`config.mk`:
```
export PLATFORM = sky130hd
export DESIGN_NAME = idex_pipe_buf
export DESIGN_NICKNAME = d
export VERILOG_FILES = /design/src/rtl/idex_pkg.sv /design/src/rtl/idex_hazard_chk.sv /design/src/rtl/idex_pipe_buf.sv
export SDC_FILE = /design/constraint.sdc
export NUM_CORES = 1
export LEC_CHECK = 0
export ABC_AREA = 0
export CAP_MARGIN = 20
export CORE_MARGIN = 5
export CORE_UTILIZATION = 45
export DETAILED_ROUTE_END_ITERATION = 7
export PLACE_DENSITY = 0.83
export SETUP_SLACK_MARGIN = 0.02
export SLEW_MARGIN = 15
export SYNTH_ARGS = -nofsm -noshare
export SYNTH_HDL_FRONTEND = slang
export SYNTH_SLANG_ARGS = --single-unit
export TNS_END_PERCENT = 100
```
`constraint.sdc`:
```
create_clock -name CLK -period 16.7 [get_ports CLK]
set_clock_uncertainty 0.05 [all_clocks]
set_input_delay 4.175 -clock CLK [delete_from_list [all_inputs] [get_ports CLK]]
set_output_delay 4.175 -clock CLK [all_outputs]
set_load 0.01 [all_outputs]
```
`src/rtl/idex_pkg.sv`:
```
// Shared types and default widths for the ID/EX pipeline buffer.
package idex_pkg;

  localparam int DEF_XLEN    = 32;
  localparam int DEF_RADDR_W = 5;
  localparam int DEF_CTRL_W  = 16;

  localparam int REG_ZERO = 0;

  typedef struct packed {
    logic [DEF_XLEN-1:0]    pc;
    logic [DEF_XLEN-1:0]    rs1val;
    logic [DEF_XLEN-1:0]    rs2val;
    logic [DEF_XLEN-1:0]    lsjaddr;
    logic [DEF_XLEN-1:0]    upimm;
    logic [DEF_RADDR_W-1:0] rs1;
    logic [DEF_RADDR_W-1:0] rs2;
    logic [DEF_RADDR_W-1:0] rd;
    logic [DEF_CTRL_W-1:0]  ctrl;
    logic                   is_load;
  } idex_entry_t;

endpackage

```
`src/rtl/idex_hazard_chk.sv`:
```
// Load-use detector: flags an incoming rs1/rs2 that matches the rd of any
// buffered, valid load writing a non-zero register.
module idex_hazard_chk
  import idex_pkg::*;
#(
  parameter int DEPTH   = 2,
  parameter int RADDR_W = DEF_RADDR_W
) (
  input  logic [DEPTH-1:0]         entry_valid,
  input  logic [DEPTH-1:0]         entry_load,
  input  logic [DEPTH*RADDR_W-1:0] entry_rd,
  input  logic [RADDR_W-1:0]       rs1,
  input  logic [RADDR_W-1:0]       rs2,
  output logic                     match
);

  logic [RADDR_W-1:0] rd_i;

  always_comb begin
    match = 1'b0;
    rd_i  = '0;
    for (int i = 0; i < DEPTH; i++) begin
      rd_i = entry_rd[i*RADDR_W +: RADDR_W];
      if (entry_valid[i] && entry_load[i] && (rd_i != RADDR_W'(REG_ZERO)) &&
          ((rd_i == rs1) || (rd_i == rs2)))
        match = 1'b1;
    end
  end

endmodule

```
`src/rtl/idex_pipe_buf.sv`:
```
// ID/EX pipeline stage: DEPTH-entry circular buffer with valid/ready on both
// sides, redirect flush and load-use stall. Optional counters: IDEX_BUBBLE_CNT_EN.
module idex_pipe_buf
  import idex_pkg::*;
#(
  parameter int XLEN    = DEF_XLEN,
  parameter int RADDR_W = DEF_RADDR_W,
  parameter int CTRL_W  = DEF_CTRL_W,
  parameter int DEPTH   = 2
) (
  input  logic                       CLK,
  input  logic                       RSTB,
  input  logic                       in_valid,
  output logic                       in_ready,
  input  logic [XLEN-1:0]            in_pc,
  input  logic [XLEN-1:0]            in_rs1val,
  input  logic [XLEN-1:0]            in_rs2val,
  input  logic [XLEN-1:0]            in_lsjaddr,
  input  logic [XLEN-1:0]            in_upimm,
  input  logic [RADDR_W-1:0]         in_rs1,
  input  logic [RADDR_W-1:0]         in_rs2,
  input  logic [RADDR_W-1:0]         in_rd,
  input  logic [CTRL_W-1:0]          in_ctrl,
  input  logic                       in_is_load,
  output logic                       out_valid,
  input  logic                       out_ready,
  output logic [XLEN-1:0]            out_pc,
  output logic [XLEN-1:0]            out_rs1val,
  output logic [XLEN-1:0]            out_rs2val,
  output logic [XLEN-1:0]            out_lsjaddr,
  output logic [XLEN-1:0]            out_upimm,
  output logic [RADDR_W-1:0]         out_rd,
  output logic [CTRL_W-1:0]          out_ctrl,
  output logic                       out_is_load,
  input  logic                       flush,
  output logic                       hazard_stall,
  output logic [$clog2(DEPTH):0]     occupancy
`ifdef IDEX_BUBBLE_CNT_EN
  ,
  output logic [31:0]                bubble_cnt,
  output logic [31:0]                flush_cnt
`endif
);

  localparam int PTR_W = (DEPTH > 1) ? $clog2(DEPTH) : 1;
  localparam int CNT_W = $clog2(DEPTH) + 1;

  // Source indices are consumed here by the hazard check and not carried on.
  typedef struct packed {
    logic [XLEN-1:0]    pc;
    logic [XLEN-1:0]    rs1val;
    logic [XLEN-1:0]    rs2val;
    logic [XLEN-1:0]    lsjaddr;
    logic [XLEN-1:0]    upimm;
    logic [RADDR_W-1:0] rd;
    logic [CTRL_W-1:0]  ctrl;
    logic               is_load;
  } entry_t;

  entry_t                   mem [DEPTH];
  logic [PTR_W-1:0]         wr_ptr;
  logic [PTR_W-1:0]         rd_ptr;
  logic [CNT_W-1:0]         count;
  logic                     full;
  logic                     empty;
  logic                     accept;
  logic                     consume;
  logic                     load_match;
  logic [DEPTH-1:0]         entry_valid;
  logic [DEPTH-1:0]         entry_load;
  logic [DEPTH*RADDR_W-1:0] entry_rd;
  logic [PTR_W-1:0]         offset;
  entry_t                   head;

  function automatic logic [PTR_W-1:0] next_ptr(input logic [PTR_W-1:0] p);
    return (p == PTR_W'(DEPTH - 1)) ? '0 : p + 1'b1;
  endfunction

  assign full  = (count == CNT_W'(DEPTH));
  assign empty = (count == '0);

  // An entry is live when its distance from the head is below the count.
  always_comb begin
    entry_valid = '0;
    entry_load  = '0;
    entry_rd    = '0;
    offset      = '0;
    for (int i = 0; i < DEPTH; i++) begin
      offset         = PTR_W'(i) - rd_ptr;
      entry_valid[i] = (CNT_W'(offset) < count);
      entry_load[i]  = mem[i].is_load;
      entry_rd[i*RADDR_W +: RADDR_W] = mem[i].rd;
    end
  end

  idex_hazard_chk #(
    .DEPTH   (DEPTH),
    .RADDR_W (RADDR_W)
  ) u_hazard (
    .entry_valid (entry_valid),
    .entry_load  (entry_load),
    .entry_rd    (entry_rd),
    .rs1         (in_rs1),
    .rs2         (in_rs2),
    .match       (load_match)
  );

  assign hazard_stall = in_valid & load_match & ~flush;
  assign in_ready     = (~full & ~hazard_stall) | flush;
  // A beat offered during flush is acknowledged but never written.
  assign accept       = in_valid & in_ready & ~flush;
  assign out_valid    = ~empty;
  assign consume      = out_valid & out_ready;
  assign occupancy    = count;

  always_ff @(posedge CLK or negedge RSTB) begin
    if (!RSTB) begin
      wr_ptr <= '0;
      rd_ptr <= '0;
      count  <= '0;
    end else if (flush) begin
      rd_ptr <= wr_ptr;
      count  <= '0;
    end else begin
      if (accept)  wr_ptr <= next_ptr(wr_ptr);
      if (consume) rd_ptr <= next_ptr(rd_ptr);
      case ({accept, consume})
        2'b10:   count <= count + 1'b1;
        2'b01:   count <= count - 1'b1;
        default: count <= count;
      endcase
    end
  end

  always_ff @(posedge CLK) begin
    if (accept) begin
      mem[wr_ptr].pc      <= in_pc;
      mem[wr_ptr].rs1val  <= in_rs1val;
      mem[wr_ptr].rs2val  <= in_rs2val;
      mem[wr_ptr].lsjaddr <= in_lsjaddr;
      mem[wr_ptr].upimm   <= in_upimm;
      mem[wr_ptr].rd      <= in_rd;
      mem[wr_ptr].ctrl    <= in_ctrl;
      mem[wr_ptr].is_load <= in_is_load;
    end
  end

  // Stale storage is masked so an empty stage presents all-zero fields.
  assign head        = empty ? '0 : mem[rd_ptr];
  assign out_pc      = head.pc;
  assign out_rs1val  = head.rs1val;
  assign out_rs2val  = head.rs2val;
  assign out_lsjaddr = head.lsjaddr;
  assign out_upimm   = head.upimm;
  assign out_rd      = head.rd;
  assign out_ctrl    = head.ctrl;
  assign out_is_load = head.is_load;

`ifdef IDEX_BUBBLE_CNT_EN
  // Flush is only counted when it actually threw work away.
  always_ff @(posedge CLK or negedge RSTB) begin
    if (!RSTB) begin
      bubble_cnt <= '0;
      flush_cnt  <= '0;
    end else begin
      if (hazard_stall && (bubble_cnt != 32'hFFFF_FFFF))
        bubble_cnt <= bubble_cnt + 32'd1;
      if (flush && (in_valid || (count > CNT_W'(consume))))
        flush_cnt <= flush_cnt + 32'd1;
    end
  end
`endif

endmodule

```
; ---- Yosys cells after proc, flatten, opt, wreduce, memory -nomap -nowiden
; Memories as Yosys holds them, arrays and structs flattened.
; Index checks and enable logic that the tools add are counted.
[word_totals]
regBits = 4
latchBits = 0
mem_bits_rw = 364
rom_bits = 0
inputBits = 197
out_inout_bits = 187
wordCells = 55
n_memories = 1
[classes]
addsub = 6
mul = 0
div = 0
n_lt_le_gt_ge = 2
n_eq_ne = 7
n_shift = 0
n_mux = 11
bitwise = 11
reduce_logical = 14
[memory_table]
columns = name, words, word_bits, rd, rd_clocked_by_memory_dff, write_ports, line_no
row1 = mem, 2, 182, 3, 0, 1, idex_pipe_buf.sv:60  ; entry_t mem [DEPTH];
[ops]
columns = cell, count
row1 = 182-bit two-way mux, 1
row2 = 5-bit equality test, 4
row3 = 5-bit nonzero test, 2
row4 = 1-bit two-way mux, 8
row5 = 1-bit bitwise AND, 6
row6 = 1-bit logical AND, 6
row7 = 2-bit equality test (second input constant), 2
row8 = 1-bit by 2-bit less-than comparator with 1-bit output, 2
row9 = 1-bit inverter, 4
row10 = 2-bit one-hot mux with 2 select lines, 1
row11 = 3-bit nonzero test, 1
row12 = 1-bit adder (second input constant), 2
row13 = 2-bit by 1-bit adder with 2-bit output (second input constant), 1
row14 = 2-bit by 1-bit equality test with 1-bit output (second input constant), 1
row15 = 2-bit zero test, 1
row16 = 1-bit logical OR, 2
row17 = 2-bit two-way mux, 1
row18 = 2-bit AND reduction, 1
row19 = 2-bit nonzero test, 1
row20 = 1-bit subtractor (first input constant), 2
row21 = 2-bit by 1-bit subtractor with 2-bit output (second input constant), 1
row22 = 1-bit bitwise OR, 1

; ---- Depth between registers and ports, before layout
[depth]
depth_word = 17
mapped_depth = 6
ltp_nobuf = 5

; ---- Modules after synthesis
; A second synthesis with hierarchy kept.
[unflattened]
hier_cells = 839
area_unflattened_um2 = 14305.0
[modules_own_cells]
columns = mod, instances, cells_per_inst, area_each_um2, seq_area_each_um2
row1 = idex_pipe_buf, 1, 804, 14029.7, 11030.6
row2 = idex_hazard_chk, 1, 35, 275.3, 0.0

; ---- Least setup slack after synthesis
; OpenSTA, ideal clock, no wires.
[synth_timing]
kind = input-to-reg
start = input flush
end = memory mem[0][0] in the netlist's numbering (enable)
setup_time_ps = 728
t_arrival_ps = 12441
setup_slack_ps = 3481
cell_stages = 5
n_path_buf = 1
cell_sequence = clkbuf_1 > nor2b_1 > and2_1 > o221ai_1 > nor2_1
[synth_between]
elab_chain_len = 9
[synth_lines]
columns = item, line_no
row1 = "start, declared", idex_pipe_buf.sv:35  ; input logic flush,
row2 = 1-bit inverter (no source line), --
row3 = 1-bit bitwise AND, idex_pipe_buf.sv:108  ; assign hazard_stall = in_valid & load_match & ~flush;
row4 = 1-bit inverter, idex_pipe_buf.sv:109  ; assign in_ready = (~full & ~hazard_stall) | flush;
row5 = 1-bit bitwise AND, idex_pipe_buf.sv:109
row6 = 1-bit bitwise OR, idex_pipe_buf.sv:109
row7 = 1-bit bitwise AND, idex_pipe_buf.sv:111  ; assign accept = in_valid & in_ready & ~flush;
row8 = 1-bit bitwise AND (*), idex_pipe_buf.sv:111
row9 = 1-bit two-way mux (*), idex_pipe_buf.sv:136  ; if (accept) begin
row10 = 1-bit two-way mux (implied by the code) (*), idex_pipe_buf.sv:144  ; mem[wr_ptr].is_load <= in_is_load;
row11 = "end, declared", idex_pipe_buf.sv:60
; Every way passes the cells marked *; elsewhere a longest branch is shown, timed or not.

; ---- Final worst setup path
[layout_timing]
start = input in_rs1[4]
end = output hazard_stall
[layout_between]
elab_chain_len = 7
[layout_lines]
columns = item, line_no
row1 = "start, declared", idex_pipe_buf.sv:20  ; input logic [RADDR_W-1:0] in_rs1,
row2 = 5-bit equality test, idex_hazard_chk.sv:25  ; ((rd_i == rs1) || (rd_i == rs2)))
row3 = 1-bit logical OR, idex_hazard_chk.sv:25
row4 = 1-bit logical AND, idex_hazard_chk.sv:24  ; if (entry_valid[i] && entry_load[i] && (rd_i != RADDR_W'(REG_ZERO)) &&
row5 = 1-bit two-way mux, idex_hazard_chk.sv:24
row6 = 1-bit two-way mux (*), idex_hazard_chk.sv:24
row7 = 1-bit bitwise AND (*) (2 in a row), idex_pipe_buf.sv:108
row8 = "end, declared", idex_pipe_buf.sv:36  ; output logic hazard_stall,
; Marked as above.

==> results.md <==
- Vias in the first global route: slightly above 9000
- HP Class: reg2reg
- Initial antenna violation count: 0
- Die width: 188 um
- WHS Endpoint: wr_ptr$_DFFE_PN0P_
- Layout cells sized above 1: 0.0585
- Maximum number of pins on one net before global-route repair: 184
- Hpwl dp: 22100 um
- Post-synthesis register bit count: 368
- Mapped Cells: between 800 and 900
- Maximum VDD drop: 0.0967 mV
- CTS H-tree depth: 2
- FP Rows: 65
- Critical path class: in2out
- Die span in y: 188 um
- Port Buf Inserts: between 300 and 400
- Gr ovfl total: 0
- Area growth, synth to finish: 38.1%
- Worst R2R End: mem[1][107]$_DFFE_PP_
- Antenna-violating nets left: 0
- Power Dens Cells: ~140 nW/um^2
- Clk Latency, worst-skew pair: approximately 510 ps
- Wirelength, routed: 33200 um
- Detailed-route via count: 8456
- CTS tree: done
- Fill count: 2207
- CTS hold repair buffers: 0
- Power, Total: 0.00274 W
- Commonest non-fill, non-tap cell in the layout: clkdlybuf4s50_1
- GRT Total Usage: 0.182
- Reg2reg setup slack: 12470 ps
- Final Hold Fails: 0
- Depth of the worst register-to-register path: 6
- P_leak: 6.94 nW
- Setup Viol. Count Final: 0
- Initial cell density of the core: 0.454
- Tcrit/Tclk final: 0.620
- DR iter-0 viols: 532
- Post-CTS Setup Bufs: 0
- Post-Synthesis Net Count: 1043
- FMAX: ~0.097 GHz
- Hold path depth: 1
- Max-cap viol count: 0
- Clock Sinks: 368
- First-pass GRT wire length: 50700 um
- Number of I/O pins: approximately 380
- Die area: 35300 um^2
- Startpoint types: input port
- DRC viols: 0
- Period minus WS final: 10360 ps
- Largest cells by area after synthesis: edfxtp_1, mux2i_1, nor2_1
- Core Area: 31400 um^2
- Slew headroom: 0.189
- R2R Path Start: rd_ptr$_DFFE_PN0P_
- Hold path start: wr_ptr$_DFFE_PN0P_
- Drt pass-1 iters: 4
- Worst path required time: ~12000 ps
- Reg clk slew, reported paths: roughly 60 ps
- Ys Warns: 0
- Unrepaired setup endpoints after global routing: false
- Sequential-to-total area share from yosys stat: 0.775
- Multi-input logic area: 3040 um^2
- Post-detailed-route via-to-cell ratio: around 5.1
- Setup TNS: 0 ps
- CTS resizes: 0
- Synth top area share: 0.768
- Max Slew Vio Count: 0
- Outcome: finished clean
- Critical path peak fanout: 5
- Clock root cell: clkbuf_16
- Yosys top cell by area: edfxtp_1
- ANT cells: 0
- Most frequent cells in the layout: clkdlybuf4s50_1, edfxtp_1, nor2_1
- Worst-Margin Slew: between 1000 and 1500 ps
- Mean post-synth cell area: 16.8 um^2
- Kind of end point of the critical path: output port
- Arr. time, crit path: 6130 ps
- NumNets Final: about 1400
- Clk buf depth: 3
- Cell variety after synth: 30
- Clock buffer count from CTS: 38
- WL/cell: roughly 20 um
- Seq. cell area: 11000 um^2
- Mapped cell area: about 14000 um^2
- RePlAce Congestion: 0.814
[power by group]
group | leakage [nW] | total, W | switching (W) | internal (W)
Sequential | 3.39 | 0.00119 | 0.0000604 | 0.00113
Combinational | 2.98 | 0.000758 | 0.000371 | 0.000387
Clock | 0.575 | 0.000788 | 0.000327 | 0.000461
[kinds of logic (layout without fill, tap and decap cells)]
logic type	after synthesis	after routing	share of synthesized area
compound gates	17	17	0.0111
xor+xnor	22	22	0.0135
buf+inv	45	463	0.0134
flops	368	368	0.775
mux	183	183	0.129
simple gates	211	211	0.0584
[cells in the mapped netlist (all sizes together)]
library cell	n
mux2i	182
nor2b	2
o2111ai	2
xnor2	1
o32a	1
buf	18
nor2	192
or3	1
a22oi	2
a21o	1
a21oi	3
nand2	4
clkbuf	24
nand4	1
o211ai	1
and2	2
xor2	21
o22ai	1
o221ai	2
edfxtp	364
dfrtp	4
inv	3
nor3	4
o21a	1
nand2b	2
mux2	1
o21ai	3
or4	3
[area by class of cell]
class,count,area share
Clock inverter,19,0.00782
Inverter,3,0.000572
Tap cell,402,0.0256
Multi-Input combinational cell,433,0.155
Sequential cell,368,0.561
Clock buffer,49,0.0515
Timing Repair Buffer,392,0.199
[registers in the layout, summed over array words and instances (netlist names)]
name       count
occupancy      2
mem          364
wr_ptr         1
rd_ptr         1
[stage by stage]
step                cells   util  hold slack, ps  area, um^2  setup slack, ps
floorplan             846      -             438       14200             3480
finish               1666  0.627             526       19700             6340
CTS                  1666  0.627             527       19700             6320
global placement     1598  0.589             505       18500             6330
detailed placement   1598  0.589             514       18500             6330
global route         1666  0.627             546       19700             6160
[worst max-delay path by stage]
stage	start	to	slack, ps
after CTS	in_rs1[4]	hazard_stall	6320
after global placement	in_rs1[4]	hazard_stall	6330
after floorplan	flush	mem[0][0]$_DFFE_PP_	3480
after global routing	in_rs1[4]	hazard_stall	6160
after detailed placement	in_rs1[4]	hazard_stall	6330
final	in_rs1[4]	hazard_stall	6340
[critical path: stages]
cell and delay, ps:
clkdlybuf4s50_1 480, xor2_1 180, nor3_1 190, a22oi_2 160, o22ai_2 250, and2_1 160, clkdlybuf4s50_1 530
[layer usage]
layer | part of all wire | track usage
met4 | 0.035 | 0.0610
met2 | 0.50 | 0.312
met5 | 0 | 0
met3 | 0.083 | 0.0627
met1 | 0.38 | 0.216
Power figures use the tool's default switching activity.
